`config.mk`:
```
export PLATFORM = sky130hd
export DESIGN_NAME = multi_cycle_ctrl
export DESIGN_NICKNAME = d
export VERILOG_FILES = /design/src/rtl/multi_cycle_ctrl_pkg.sv /design/src/rtl/multi_cycle_ctrl_funct_decoder.sv /design/src/rtl/multi_cycle_ctrl.sv
export SDC_FILE = /design/constraint.sdc
export NUM_CORES = 1
export LEC_CHECK = 0
export BUFFER_PORTS_ARGS = -buffer_cell sky130_fd_sc_hd__buf_2
export CORE_MARGIN = 2
export CORE_UTILIZATION = 44
export DETAILED_ROUTE_END_ITERATION = 16
export GPL_TIMING_DRIVEN = 0
export PLACE_DENSITY = 0.76
export SYNTH_ARGS = -nofsm -noshare
export SYNTH_HDL_FRONTEND = slang
export SYNTH_SLANG_ARGS = --single-unit
```
`constraint.sdc`:
```
create_clock -name i_clk -period 1.96 [get_ports i_clk]
set_input_delay 0 -clock i_clk [delete_from_list [all_inputs] [get_ports i_clk]]
set_output_delay 0 -clock i_clk [all_outputs]
set_load 0.02 [all_outputs]
```
`src/rtl/multi_cycle_ctrl_pkg.sv`:
```
// -----------------------------------------------------------------------------
// multi_cycle_ctrl_pkg
//   Shared definitions for the multi-cycle R-type controller: FSM state
//   encodings, the R-type opcode, funct field codes, ALU operation codes and
//   the decoded-funct record produced by the funct decoder.
// -----------------------------------------------------------------------------
package multi_cycle_ctrl_pkg;

   // FSM state encodings (2-bit binary, also exported on o_state)
   localparam logic [1:0] ST_FETCH  = 2'd0;
   localparam logic [1:0] ST_DECODE = 2'd1;
   localparam logic [1:0] ST_EXEC   = 2'd2;
   localparam logic [1:0] ST_WB     = 2'd3;

   // Only the R-type opcode is executed by this controller
   localparam logic [5:0] OPCODE_R = 6'b000000;

   // Supported funct codes
   localparam logic [5:0] FUNCT_ADD  = 6'b100000;
   localparam logic [5:0] FUNCT_SUB  = 6'b100010;
   localparam logic [5:0] FUNCT_AND  = 6'b100100;
   localparam logic [5:0] FUNCT_OR   = 6'b100101;
   localparam logic [5:0] FUNCT_XOR  = 6'b100110;
   localparam logic [5:0] FUNCT_NOR  = 6'b100111;
   localparam logic [5:0] FUNCT_SLTU = 6'b101011;
   localparam logic [5:0] FUNCT_SLLV = 6'b000100;

   // ALU operation select codes
   localparam logic [2:0] ALU_AND  = 3'b000;
   localparam logic [2:0] ALU_OR   = 3'b001;
   localparam logic [2:0] ALU_XOR  = 3'b010;
   localparam logic [2:0] ALU_NOR  = 3'b011;
   localparam logic [2:0] ALU_ADD  = 3'b100;
   localparam logic [2:0] ALU_SUB  = 3'b101;
   localparam logic [2:0] ALU_SLTU = 3'b110;
   localparam logic [2:0] ALU_SLLV = 3'b111;

   // Result of decoding one funct field
   typedef struct packed {
      logic       valid;     // funct is one of the supported operations
      logic [2:0] alu_op;    // ALU select for the operation
      logic       is_arith;  // add/sub: the only ops that can overflow
   } funct_dec_t;

endpackage

```
`src/rtl/multi_cycle_ctrl_funct_decoder.sv`:
```
// -----------------------------------------------------------------------------
// multi_cycle_ctrl_funct_decoder
//   Purely combinational map from the R-type funct field to the ALU select.
//   Ports:
//     i_funct  in   6   funct field (inst_code[5:0])
//     o_dec    out  funct_dec_t {valid, alu_op, is_arith}
// -----------------------------------------------------------------------------
module multi_cycle_ctrl_funct_decoder
   import multi_cycle_ctrl_pkg::*;
(
   input  logic [5:0] i_funct,
   output funct_dec_t o_dec
);

   // Decode funct into validity, ALU select and arithmetic class
   always_comb begin
      o_dec.valid    = 1'b1;
      o_dec.alu_op   = ALU_AND;
      o_dec.is_arith = 1'b0;
      case (i_funct)
         FUNCT_ADD:  begin o_dec.alu_op = ALU_ADD; o_dec.is_arith = 1'b1; end
         FUNCT_SUB:  begin o_dec.alu_op = ALU_SUB; o_dec.is_arith = 1'b1; end
         FUNCT_AND:  o_dec.alu_op = ALU_AND;
         FUNCT_OR:   o_dec.alu_op = ALU_OR;
         FUNCT_XOR:  o_dec.alu_op = ALU_XOR;
         FUNCT_NOR:  o_dec.alu_op = ALU_NOR;
         FUNCT_SLTU: o_dec.alu_op = ALU_SLTU;
         FUNCT_SLLV: o_dec.alu_op = ALU_SLLV;
         default:    o_dec.valid  = 1'b0;
      endcase
   end

endmodule

```
`src/rtl/multi_cycle_ctrl.sv`:
```
// -----------------------------------------------------------------------------
// multi_cycle_ctrl
//   Multi-cycle controller for the R-type datapath. Each instruction walks
//   FETCH -> DECODE -> EXEC -> WB; illegal instructions return to FETCH from
//   DECODE. Writeback of add/sub can be suppressed on overflow (OF_TRAP=1).
//   Parameters:
//     CNT_W    width of the retired-instruction counter
//     OF_TRAP  1: suppress o_write_reg on add/sub overflow; 0: always write
//   Ports:
//     i_clk, i_rst              clock, synchronous active-high reset
//     i_mem_ready, i_inst_code  instruction memory handshake / word
//     i_halt                    hold in FETCH
//     i_zf, i_of                ALU zero / overflow flags
//     o_mem_req                 fetch request
//     o_ir_write, o_pc_write    IR load / PC advance pulses (FETCH)
//     o_write_reg               register-file write pulse (WB)
//     o_alu_op                  registered ALU select
//     o_illegal_op              unsupported instruction pulse (DECODE)
//     o_ovf_trap                writeback-suppressed pulse (WB)
//     o_zf_latched              ZF captured in EXEC
//     o_state                   current FSM state
//     o_inst_count              retired instructions
// -----------------------------------------------------------------------------
module multi_cycle_ctrl
   import multi_cycle_ctrl_pkg::*;
#(
   parameter int CNT_W   = 32,
   parameter bit OF_TRAP = 1'b1
)
(
   input  logic             i_clk,
   input  logic             i_rst,
   input  logic             i_mem_ready,
   input  logic [31:0]      i_inst_code,
   input  logic             i_halt,
   input  logic             i_zf,
   input  logic             i_of,
   output logic             o_mem_req,
   output logic             o_ir_write,
   output logic             o_pc_write,
   output logic             o_write_reg,
   output logic [2:0]       o_alu_op,
   output logic             o_illegal_op,
   output logic             o_ovf_trap,
   output logic             o_zf_latched,
   output logic [1:0]       o_state,
   output logic [CNT_W-1:0] o_inst_count
);

   localparam logic [CNT_W-1:0] CNT_ONE = {{(CNT_W-1){1'b0}}, 1'b1};

   logic [1:0]       r_state;
   logic [2:0]       r_alu_op;
   logic             r_is_arith;
   logic             r_zf;
   logic             r_ovf;
   logic [CNT_W-1:0] r_count;
   // Decode captured when the IR is loaded, consumed in DECODE
   logic             r_pend_legal;
   logic [2:0]       r_pend_op;
   logic             r_pend_arith;

   funct_dec_t       w_dec;
   logic             w_legal;
   logic             w_fetch_go;
   logic             w_trap;
   logic             w_unused;

   multi_cycle_ctrl_funct_decoder u_funct_decoder (
      .i_funct (i_inst_code[5:0]),
      .o_dec   (w_dec)
   );

   assign w_legal    = w_dec.valid && (i_inst_code[31:26] == OPCODE_R);
   assign w_fetch_go = (r_state == ST_FETCH) && i_mem_ready && !i_halt;
   assign w_trap     = OF_TRAP && r_ovf && r_is_arith;
   // Register/shift fields belong to the datapath, not the controller
   assign w_unused   = ^i_inst_code[25:6];

   // FSM, ALU select, flag capture and retired-instruction counter
   always_ff @(posedge i_clk) begin
      if (i_rst) begin
         r_state      <= ST_FETCH;
         r_alu_op     <= ALU_AND;
         r_is_arith   <= 1'b0;
         r_zf         <= 1'b0;
         r_ovf        <= 1'b0;
         r_count      <= {CNT_W{1'b0}};
         r_pend_legal <= 1'b0;
         r_pend_op    <= ALU_AND;
         r_pend_arith <= 1'b0;
      end else begin
         case (r_state)
            ST_FETCH: begin
               // inst_code is only guaranteed valid alongside mem_ready,
               // so decode is captured here rather than in DECODE
               if (w_fetch_go) begin
                  r_pend_legal <= w_legal;
                  r_pend_op    <= w_dec.alu_op;
                  r_pend_arith <= w_dec.is_arith;
                  r_state      <= ST_DECODE;
               end
            end
            ST_DECODE: begin
               if (r_pend_legal) begin
                  r_alu_op   <= r_pend_op;
                  r_is_arith <= r_pend_arith;
                  r_state    <= ST_EXEC;
               end else begin
                  r_state    <= ST_FETCH;
               end
            end
            ST_EXEC: begin
               r_zf    <= i_zf;
               r_ovf   <= i_of;
               r_state <= ST_WB;
            end
            ST_WB: begin
               // Trapped instructions still count as retired
               r_count <= r_count + CNT_ONE;
               r_state <= ST_FETCH;
            end
            default: r_state <= ST_FETCH;
         endcase
      end
   end

   // Pulse outputs decoded from the registered state; held low during reset
   always_comb begin
      o_mem_req    = 1'b0;
      o_ir_write   = 1'b0;
      o_pc_write   = 1'b0;
      o_write_reg  = 1'b0;
      o_illegal_op = 1'b0;
      o_ovf_trap   = 1'b0;
      if (!i_rst) begin
         case (r_state)
            ST_FETCH: begin
               o_mem_req  = !i_halt;
               o_ir_write = w_fetch_go;
               o_pc_write = w_fetch_go;
            end
            ST_DECODE: o_illegal_op = !r_pend_legal;
            ST_WB: begin
               o_write_reg = !w_trap;
               o_ovf_trap  = w_trap;
            end
            default: o_mem_req = 1'b0;
         endcase
      end else begin
         o_mem_req = 1'b0;
      end
   end

   assign o_alu_op     = r_alu_op;
   assign o_zf_latched = r_zf;
   assign o_state      = r_state;
   assign o_inst_count = r_count;

endmodule

```
==> results of run 1 <==
-- worst min-delay path by stage --
stage                     cells past startpoint  startpoint                        end
after global routing                          3       i_rst  r_pend_arith$_SDFFE_PP0P_
after detailed placement                      3        i_zf  o_zf_latched$_SDFFE_PP0P_
after CTS                                     3       i_rst  r_pend_arith$_SDFFE_PP0P_
after global placement                        3        i_zf  o_zf_latched$_SDFFE_PP0P_
final                                         3       i_rst  r_pend_arith$_SDFFE_PP0P_
after floorplan                               1       i_rst                  o_mem_req
-- registers in the layout, summed over array words and instances, names as in the netlist, named ones only --
name	flops
o_inst_count	32
o_state	1
o_zf_latched	1
r_pend_arith	1
r_pend_op	3
r_pend_legal	1
r_ovf	1
r_is_arith	1
o_alu_op	3
-- kinds of logic (layout without fill, tap and decap cells) --
group | Yosys count | in the layout | share of synthesized area [%]
xor gates and xnor gates | 11 | 11 | 4.55
muxes | 4 | 4 | 1.89
DFF | 45 | 45 | 42.5
buffers and inverters | 20 | 99 | 4.25
adders and majority gates | 1 | 1 | 0.590
and+or+nand+nor | 116 | 116 | 31.0
AOI/OAI and AO/OA | 55 | 55 | 15.2
-- layout by cell type (no fill, tap or decap), types with 3 or more instances in the layout --
cell type / n
nor2_1: 18
nand3_1: 9
o31ai_1: 8
or4_4: 5
inv_1: 6
mux2i_1: 4
and4_1: 3
o21ai_0: 12
nand2b_1: 3
buf_4: 8
nor4_1: 5
nor3_1: 7
nand2_1: 21
or4_1: 8
dfxtp_4: 10
clkbuf_8: 6
dfxtp_2: 5
xnor2_1: 9
dlygate4sd3_1: 5
buf_6: 4
clkbuf_1: 7
dfxtp_1: 30
or3_1: 10
buf_2: 61
and3_1: 3
nand4_1: 11
a21oi_2: 4
a21oi_1: 22
-- layout make-up --
class                      count  area share (%)
buffer                        14            3.23
multi-input combinational    187            42.9
timing repair buffer          72            14.2
inverter                       6           0.797
sequential                    45            33.4
clock buffer                   7            3.05
tap                           54            2.39
-- cells in the mapped netlist --
| library cell | instances |
|---|---|
| dfxtp_1 | 45 |
| a21oi_1 | 26 |
| nand2_1 | 21 |
| nor2_1 | 18 |
| or4_1 | 13 |
| nand3_1 | 12 |
| o21ai_0 | 12 |
| nand4_1 | 11 |
| o31ai_1 | 10 |
| or3_1 | 10 |
| xnor2_1 | 9 |
| clkbuf_1 | 8 |
| nor3_1 | 7 |
| inv_1 | 6 |
| nor4_1 | 5 |
| mux2i_1 | 4 |
| and3_1 | 3 |
| and4_1 | 3 |
| buf_2 | 3 |
| nand2b_1 | 3 |
| a311oi_1 | 2 |
| nand3b_1 | 2 |
| nor2b_1 | 2 |
| nor3b_1 | 2 |
| nor4b_1 | 2 |
| xor2_1 | 2 |
| a211o_1 | 1 |
| a211oi_1 | 1 |
| a21o_1 | 1 |
| buf_1 | 1 |
| buf_4 | 1 |
| buf_6 | 1 |
| ha_1 | 1 |
| nand4_4 | 1 |
| o21a_1 | 1 |
| o41ai_1 | 1 |
| or4b_1 | 1 |
-- power groups by stage --
stage / registers (mW) / clock network, mW / logic [mW]
after floorplan: 0.948 / 0 / 0.0462
after global placement: 0.947 / 0 / 0.0864
after detailed placement: 0.947 / 0 / 0.0879
after CTS: 0.924 / 0.583 / 0.0972
after global routing: 0.913 / 0.618 / 0.108
final: 0.912 / 0.576 / 0.0991
-- metrics by stage --
| stage | util (%) | std cells | instance area [um^2] | total power [mW] |
|---|---|---|---|---|
| CTS | 57.0 | 379 | 2670 | 1.60 |
| global route | 60.2 | 385 | 2830 | 1.64 |
| global placement | 53.4 | 367 | 2510 | 1.03 |
| floorplan | - | 252 | 2130 | 0.994 |
| detailed placement | 53.4 | 367 | 2510 | 1.03 |
| finish | 60.2 | 385 | 2830 | 1.59 |
-- worst min-delay path, delay by kind of cell --
kind	cells	cell delay, ns
buffers and inverters	1	0.11
AOI/OAI and AO/OA	1	0.06
and+or+nand+nor	1	0.10
-- metal layers --
layer	GRT usage (%)	up-vias
li1	-	1091
met1	26.9	1028
met2	34.2	80
met3	4.25	12
met4	6.46	0
met5	0	-
-- what timing repair did --
item / in CTS / in global routing
hold buffers: 5 / 0
gates resized for setup: 9 / 33
pin swaps: 2 / 8
gates cloned: 0 / 0
setup endpoints to repair: 16 / 12
endpoints found under the hold margin: 4 / 0
buffers inserted: 0 / 6
==> results.yml, run 1 <==
worst_setup_path:
  rr_endpoint: "o_inst_count[29]$_SDFFE_PP0N_"
  cp_cell_sequence: "nand4_4 > or4_4 > buf_6 > or4_1 > a21oi_2"
  slowest_stage: "or4_4"
  cp_slowest_stage_delay_ns: 0.53
  worst-r2r-cell-count: 5
  crit_required_ns: 2.19
  crit_fanout: 8
  critical_path_class: "flip-flop to flip-flop"
  end_kind: "flip-flop"
  startpoint_type: "flip-flop"
  worst_ep_arrival_time_ns: 2.15
  crit_start: "o_inst_count[6]$_SDFFE_PP0N_"
  r2r-start: "o_inst_count[6]$_SDFFE_PP0N_"
  critPathTopFamily: "simple AND/OR/NAND/NOR gates"
  critical_path_depth: 5
  path_buf_inv: 1
  crit_end: "o_inst_count[29]$_SDFFE_PP0N_"
  regToRegSetupSlack_ns: 0.04
power:
  p_comb_share_pct: 6.2
  p_clk_share_pct: 36.3
  leakage_nw: 1.09
  seqPwrFrac_pct: 57.4
  swShare_pct: 22.6
  vdd_drop_max_mv: 0.328
  p_switching_mw: 0.359
  p_int_mw: 1.23
  power_density_nw_per_um2: 562
detailed_routing:
  drt_iter0_drc: 116
  wl_per_cell_um: 14.3
  drc: 0
  ant_nets: 0
  vias: 2211
  top_layer_used: "met4"
  dr.pass1.iters: 4
  met2_length_um: 2640
  vias_per_cell: 5.74
  wl_met1_um: 2500
  wl_met3_um: 288
  drt_wl_total_um: 5510
global_routing:
  grt_pass1_vias: 1944
  antenna_found_initial: 0
  overflow: 0
  grt_max_degree: 13
  grt_pass1_wl_um: 8870
  track_usage_pct: 20.7
floorplan:
  top_level_ports: 82
  core.rowCount: 25
  start_util_pct: 45.2
  core_um2: 4690
  die_w_um: 73.4
  die_h_um: 73.4
  die_area_um2: 5390
cells_and_area:
  diodes: 0
  multi_input_area_um2: 1210
  drive_gt1_share_pct: 33.8
  final_nets: 370
  register_area_um2: 945
  area_growth_pct: 33.4
  fillCellCount: 424
timing:
  whs_ns: 0.0208
  final-max-slew-violation-count: 0
  layout_setup_ws_ns: 0.0424
  period_share_pct: 97.8
  setup_viol: 0
  clock.fmax_mhz: 521
  fin_tns_setup_ns: 0
  tightest_slew_ns: 0.653
  hold_violations: 0
  slew_headroom_pct: 56.3
  finClkSkew_ns: 0.00224
  period_minus_slack_ns: 1.92
clock_tree:
  clock_sinks: 45
  cts_buffer_depth: 2
  clk_pin_slew_ns: 0.08
  cts_made_buffers: 5
  clkLatencyLatePin_ns: 0.30
  htree_levels: 2
  cts_tree: "yes"
  cts_root_buffer: "clkbuf_8"
synthesis:
  syn_nets: 291
  synth_area_um2: 2120
  yosysUniqueCellTypes: 37
  synth_area_leaders: "dfxtp_1, a21oi_1, or4_1, nand2_1, xnor2_1"
  synth_seq_cells: 45
  synth_warnings: 0
  synth_top_area_share_pct: 42.5
  avgSynthCellArea_um2: 8.41
  syn_inst: 252
  synth_area_leader_cell: "dfxtp_1"
  yosysSeqAreaShare_pct: 42.5
job:
  maxCapViolations: 0
placement:
  gp_congestion: 0.815
  place_hpwl_um: 3820
  portBuffers: 61
  dp_slack_ns: -0.164
worst_hold_path:
  worstHoldPathType: "primary input to flip-flop"
outcome:
  status: "finished, final reports clean"
Power figures use the tool's default switching activity.
==> run 2: changes to the inputs <==
--- a/config.mk
+++ b/config.mk
@@ -10,5 +10,5 @@
 export CORE_UTILIZATION = 44
 export DETAILED_ROUTE_END_ITERATION = 16
-export GPL_TIMING_DRIVEN = 0
+export GPL_TIMING_DRIVEN = 1
 export PLACE_DENSITY = 0.76
 export SYNTH_ARGS = -nofsm -noshare
==> constraint.sdc (replaced) <==
create_clock -name i_clk -period 1.96 [get_ports i_clk]
set_input_delay 0.098 -clock i_clk [delete_from_list [all_inputs] [get_ports i_clk]]
set_output_delay 0.098 -clock i_clk [all_outputs]
set_load 0.02 [all_outputs]
==> run 2 against run 1 <==
Effect of this change: die area stayed put; global-route usage is 1.8 points lower; sequential power is 1% higher; power is 1.3% lower; count of clock-buffer cells in the layout is 1 lower; critical path depth is 1 higher; critical path type unchanged.
==> results.yml, run 2 (synthesis results as in run 1) <==
outcome:
  status: "finished, final reports clean"
floorplan:
  core_um2: 4690
  die_area_um2: 5390
  die_w_um: 73.4
  die_h_um: 73.4
  top_level_ports: 82
  core.rowCount: 25
  start_util_pct: 45.2
timing:
  slew_headroom_pct: 72.4
  rsz0062_at_grt: "true"
  hold_violations: 0
  period_share_pct: 97.6
  final-max-slew-violation-count: 0
  layout_setup_ws_ns: 0.0462
  period_minus_slack_ns: 1.91
  clock.fmax_mhz: 523
  finClkSkew_ns: 0.00800
  tightest_slew_ns: 0.414
  setup_viol: 0
job:
  maxCapViolations: 0
detailed_routing:
  ant_nets: 0
  drt_wl_total_um: 5030
  drc: 0
  dr.pass1.iters: 5
  wl_per_cell_um: 12.9
  vias: 2149
  vias_per_cell: 5.52
  drt_iter0_drc: 76
worst_hold_path:
  worstHoldPathType: "primary input to flip-flop"
  min_from: "i_zf"
  min_to: "o_zf_latched$_SDFFE_PP0P_"
  hold_depth: 3
worst_setup_path:
  path_buf_inv: 1
  regToRegSetupSlack_ns: 0.05
  cp_slowest_stage_delay_ns: 0.58
  crit_required_ns: 2.19
  crit_top_cell: "or4_4"
  worst-r2r-cell-count: 6
  rr_endpoint: "o_inst_count[24]$_SDFFE_PP0N_"
  r2r-start: "o_inst_count[0]$_SDFFE_PP0N_"
  crit_fanout: 6
  critical_path_class: "flip-flop to flip-flop"
  worst_ep_arrival_time_ns: 2.14
  slowest_stage: "or4_4"
  critPathTopFamily: "simple AND/OR/NAND/NOR gates"
  cp_cell_sequence: "ha_4 > nand3_1 > or4_4 > buf_6 > or4_4 > a21oi_1"
  end_kind: "flip-flop"
  startpoint_type: "flip-flop"
clock_tree:
  clk_pin_slew_ns: 0.08
  hold_buffers: 0
  clock_sinks: 45
  cts_tree: "yes"
  cts_made_buffers: 5
  htree_levels: 2
  clkLatencyLatePin_ns: 0.29
  cts_root_buffer: "clkbuf_8"
  cts_buffer_depth: 2
power:
  fin_total_pwr_mw: 1.57
  power_density_nw_per_um2: 561
  leakage_nw: 1.12
  vdd_drop_max_mv: 0.327
cells_and_area:
  mostFrequentLayoutCells: "buf_2, dfxtp_1, buf_4, a21oi_1, nand2_1"
  largest_reg_flops: 32
  area_growth_pct: 31.8
  layout_commonest_cell: "buf_2"
  drive_gt1_share_pct: 35.5
  final_nets: 373
  postLayoutCoreUtil_pct: 59.5
  diodes: 0
global_routing:
  antenna_found_initial: 0
  overflow: 0
  grt_pass1_vias: 1900
  grt_max_degree: 28
  track_usage_pct: 18.8
  grt_pass1_wl_um: 8130
placement:
  place_hpwl_um: 3640
  portBuffers: 61
  dp_slack_ns: -0.0753
  gp_congestion: 0.749
run 2: power breakdown:
part | switching, mW | total [mW] | internal, mW
logic | 0.0509 | 0.0853 | 0.0344
registers | 0.00510 | 0.923 | 0.918
clock network | 0.307 | 0.559 | 0.251
run 2: worst min-delay path, cell delays in order:
cell     delay (ns)
buf_2          0.10
nand2_1        0.05
a21oi_1        0.05
run 2: how the worst max path moves through the flow:
| stage | from | cells after the start | to |
|---|---|---|---|
| finish | o_inst_count[0]$_SDFFE_PP0N_ | 6 | o_inst_count[24]$_SDFFE_PP0N_ |
| global route | o_inst_count[0]$_SDFFE_PP0N_ | 6 | o_inst_count[24]$_SDFFE_PP0N_ |
| CTS | o_inst_count[11]$_SDFFE_PP0N_ | 5 | o_inst_count[15]$_SDFFE_PP0N_ |
| detailed placement | o_inst_count[11]$_SDFFE_PP0N_ | 5 | o_inst_count[15]$_SDFFE_PP0N_ |
| global placement | o_inst_count[11]$_SDFFE_PP0N_ | 5 | o_inst_count[27]$_SDFFE_PP0N_ |
| floorplan | o_inst_count[10]$_SDFFE_PP0N_ | 5 | o_inst_count[29]$_SDFFE_PP0N_ |
run 2: layer usage:
layer	up-vias	GRT usage (%)	wire length, um
met5	-	0	0
met4	0	7.27	88
li1	1095	-	-
met1	980	22.9	2340
met2	63	33.1	2380
met3	11	2.88	216
run 2: final cells by class:
| cell class | count | area [um^2] |
|---|---|---|
| repair buffers | 89 | 519 |
| clock buffers | 6 | 72.6 |
| well taps | 54 | 67.6 |
| fillers | 433 | 1900 |
| multi-input cells | 187 | 1170 |
| flip-flops and latches | 45 | 922 |
| clock inverters | 2 | 15.0 |
| inverters | 6 | 22.5 |
run 2: through the flow:
step / cells / TNS (ns) / instance area, um^2 / hold slack, ns
2_1_floorplan: 252 / -0.0307 / 2140 / 0.234
3_3_place_gp: 377 / -0.0176 / 2620 / 0.342
3_5_place_dp: 377 / -0.277 / 2620 / 0.358
4_1_cts: 385 / 0 / 2720 / 0.0439
5_1_grt: 389 / -0.0185 / 2790 / 0.0676
6_report: 389 / 0 / 2790 / 0.0458
run 2: timing repair:
action / 4_1_cts / 5_1_grt
buffers inserted: 0 / 4
gates cloned: 0 / 0
endpoints found under the setup margin: 11 / 10
gates resized for setup: 2 / 15
hold endpoints to repair: 0 / 0
pin swaps: 0 / 3
==> run 3: changes to the inputs <==
Settings changed: CORE_ASPECT_RATIO set to 1.2.
==> run 3 against run 2 <==
Effect of this change: combinational power increased by 4.2%; critical path depth increased by 1; clock skew decreased by 0.00089 ns; non-clock buffer count increased by 2; clock power increased by 11%; cell count increased by 1.5%; sequential power about the same; count of clock-buffer cells in the layout increased by 1; utilization increased by 2.4 points; hold slack got worse by 0.012 ns; first-iteration DRC count increased by 110%; flip-flop and latch count unchanged; largest cell class unchanged.
==> results.yml, run 3 (synthesis results as in run 1) <==
worst_setup_path:
  slowest_stage: "or4_4"
  startpoint_type: "flip-flop"
  crit_fanout: 7
  crit_top_cell: "buf_6"
  crit_required_ns: 2.15
  r2r-start: "o_inst_count[1]$_SDFFE_PP0N_"
  critical_path_class: "flip-flop to flip-flop"
  rr_endpoint: "o_inst_count[28]$_SDFFE_PP0N_"
  end_kind: "flip-flop"
  worst-r2r-cell-count: 7
  cp_slowest_stage_delay_ns: 0.54
  path_buf_inv: 2
  critPathTopFamily: "simple AND/OR/NAND/NOR gates"
  critical_path_depth: 7
  regToRegSetupSlack_ns: 0.03
  worst_ep_arrival_time_ns: 2.12
  cp_cell_sequence: "ha_4 > nand3_2 > or4_4 > buf_6 > buf_6 > o31ai_1 > a21oi_2"
placement:
  dpl_cell_area_um2: 2640
  gp_congestion: 0.819
  dp_slack_ns: 0.0267
  portBuffers: 61
  place_hpwl_um: 3840
  dp.cells: 382
floorplan:
  core_um2: 4630
  start_util_pct: 45.8
  die_area_um2: 5390
  die_w_um: 67.4
  die_h_um: 80.0
  core.rowCount: 27
  top_level_ports: 82
cells_and_area:
  area_growth_pct: 35.3
  layout_commonest_cell: "buf_2"
  mostFrequentLayoutCells: "buf_2, dfxtp_1, buf_4, nand2_1, a21oi_1"
  instances_no_fill: 395
  diodes: 0
  final_nets: 375
  register_area_um2: 921
  fillCellCount: 428
  final_area_um2: 2870
  largest_reg_flops: 32
  drive_gt1_share_pct: 38.0
  multi_input_area_um2: 1200
clock_tree:
  clk_pin_slew_ns: 0.08
  cts_buffer_depth: 2
  cts_root_buffer: "clkbuf_8"
  htree_levels: 2
  cts_tree: "yes"
  cts_made_buffers: 5
  clkLatencyLatePin_ns: 0.30
  clock_sinks: 45
global_routing:
  overflow: 0
  grt_pass1_vias: 1958
  track_usage_pct: 20.8
  antenna_found_initial: 0
  grt_pass1_wl_um: 8740
  grt_max_degree: 31
detailed_routing:
  drt_wl_total_um: 5510
  wl_per_cell_um: 13.9
  dr.pass1.iters: 4
  drc: 0
  ant_nets: 0
  vias_per_cell: 5.64
  vias: 2229
  drt_iter0_drc: 157
timing:
  tightest_slew_ns: 0.560
  hold_violations: 0
  finClkSkew_ns: 0.00711
  slew_headroom_pct: 62.7
  clock.fmax_mhz: 519
  period_share_pct: 98.4
  final-max-slew-violation-count: 0
  setup_viol: 0
  fin_tns_setup_ns: 0
  layout_setup_ws_ns: 0.0320
  period_minus_slack_ns: 1.93
worst_hold_path:
  min_from: "i_zf"
  min_to: "o_zf_latched$_SDFFE_PP0P_"
  worstHoldPathType: "primary input to flip-flop"
  hold_depth: 3
power:
  leakage_nw: 1.16
  fin_total_pwr_mw: 1.63
  vdd_drop_max_mv: 0.361
  power_density_nw_per_um2: 570
outcome:
  status: "finished, final reports clean"
job:
  maxCapViolations: 0
-- run 3: cell count changes in the layout (fill, tap and decap cells not counted), sizes merged --
cell and delta:
clkbuf +1, clkinv +1, clkinvlp -2, buf +2
-- run 3: where the power goes --
| part | internal, mW | switching, mW | leakage [nW] | total (mW) |
|---|---|---|---|---|
| sequential | 0.918 | 0.00461 | 0.370 | 0.922 |
| combinational | 0.0358 | 0.0531 | 0.731 | 0.0889 |
| clock | 0.319 | 0.303 | 0.0542 | 0.622 |
-- run 3: routing by layer --
| metal | global-route usage, % | wire, um | vias up |
|---|---|---|---|
| li1 | - | - | 1103 |
| met2 | 35.6 | 2790 | 68 |
| met3 | 3.81 | 226 | 9 |
| met1 | 25.5 | 2410 | 1049 |
| met4 | 7.55 | 86 | 0 |
| met5 | 0 | 0 | - |
-- run 3: how the worst max path moves through the flow --
stage / startpoint / end / slack, ns
after floorplan: o_inst_count[10]$_SDFFE_PP0N_ / o_inst_count[29]$_SDFFE_PP0N_ / -0.03
after global placement: o_inst_count[11]$_SDFFE_PP0N_ / o_inst_count[29]$_SDFFE_PP0N_ / 0.05
after detailed placement: o_inst_count[11]$_SDFFE_PP0N_ / o_inst_count[29]$_SDFFE_PP0N_ / 0.03
after CTS: o_inst_count[11]$_SDFFE_PP0N_ / o_inst_count[29]$_SDFFE_PP0N_ / 0.002
after global routing: o_inst_count[1]$_SDFFE_PP0N_ / o_inst_count[28]$_SDFFE_PP0N_ / -0.04
final: o_inst_count[1]$_SDFFE_PP0N_ / o_inst_count[28]$_SDFFE_PP0N_ / 0.03
-- run 3: what timing repair did --
action	CTS	global route
hold buffers	0	0
gates resized for setup	0	28
endpoints found under the hold margin	0	0
setup buffers	0	4
setup endpoints to repair	0	12
-- run 3: final cells by class --
class | count | area share (%)
tap | 58 | 2.53
inverter | 6 | 0.785
clock inverter | 1 | 0.175
clock buffer | 7 | 3.36
sequential | 45 | 32.1
timing repair buffer | 91 | 19.1
multi-input combinational | 187 | 42.0
-- run 3: through the flow --
stage / utilization [%] / hold slack [ns]
2_1_floorplan: - / 0.234
5_1_grt: 62.0 / 0.0490
6_report: 62.0 / 0.0337
3_5_place_dp: 57.0 / 0.348
4_1_cts: 59.2 / 0.0293
3_3_place_gp: 57.0 / 0.343
-- run 3: worst register-to-register path, stage by stage, from the launching register on --
cell     delay (ns)
dfxtp_4        0.39
ha_4           0.15
nand3_2        0.06
or4_4          0.54
buf_6          0.15
buf_6          0.12
o31ai_1        0.32
a21oi_2        0.09
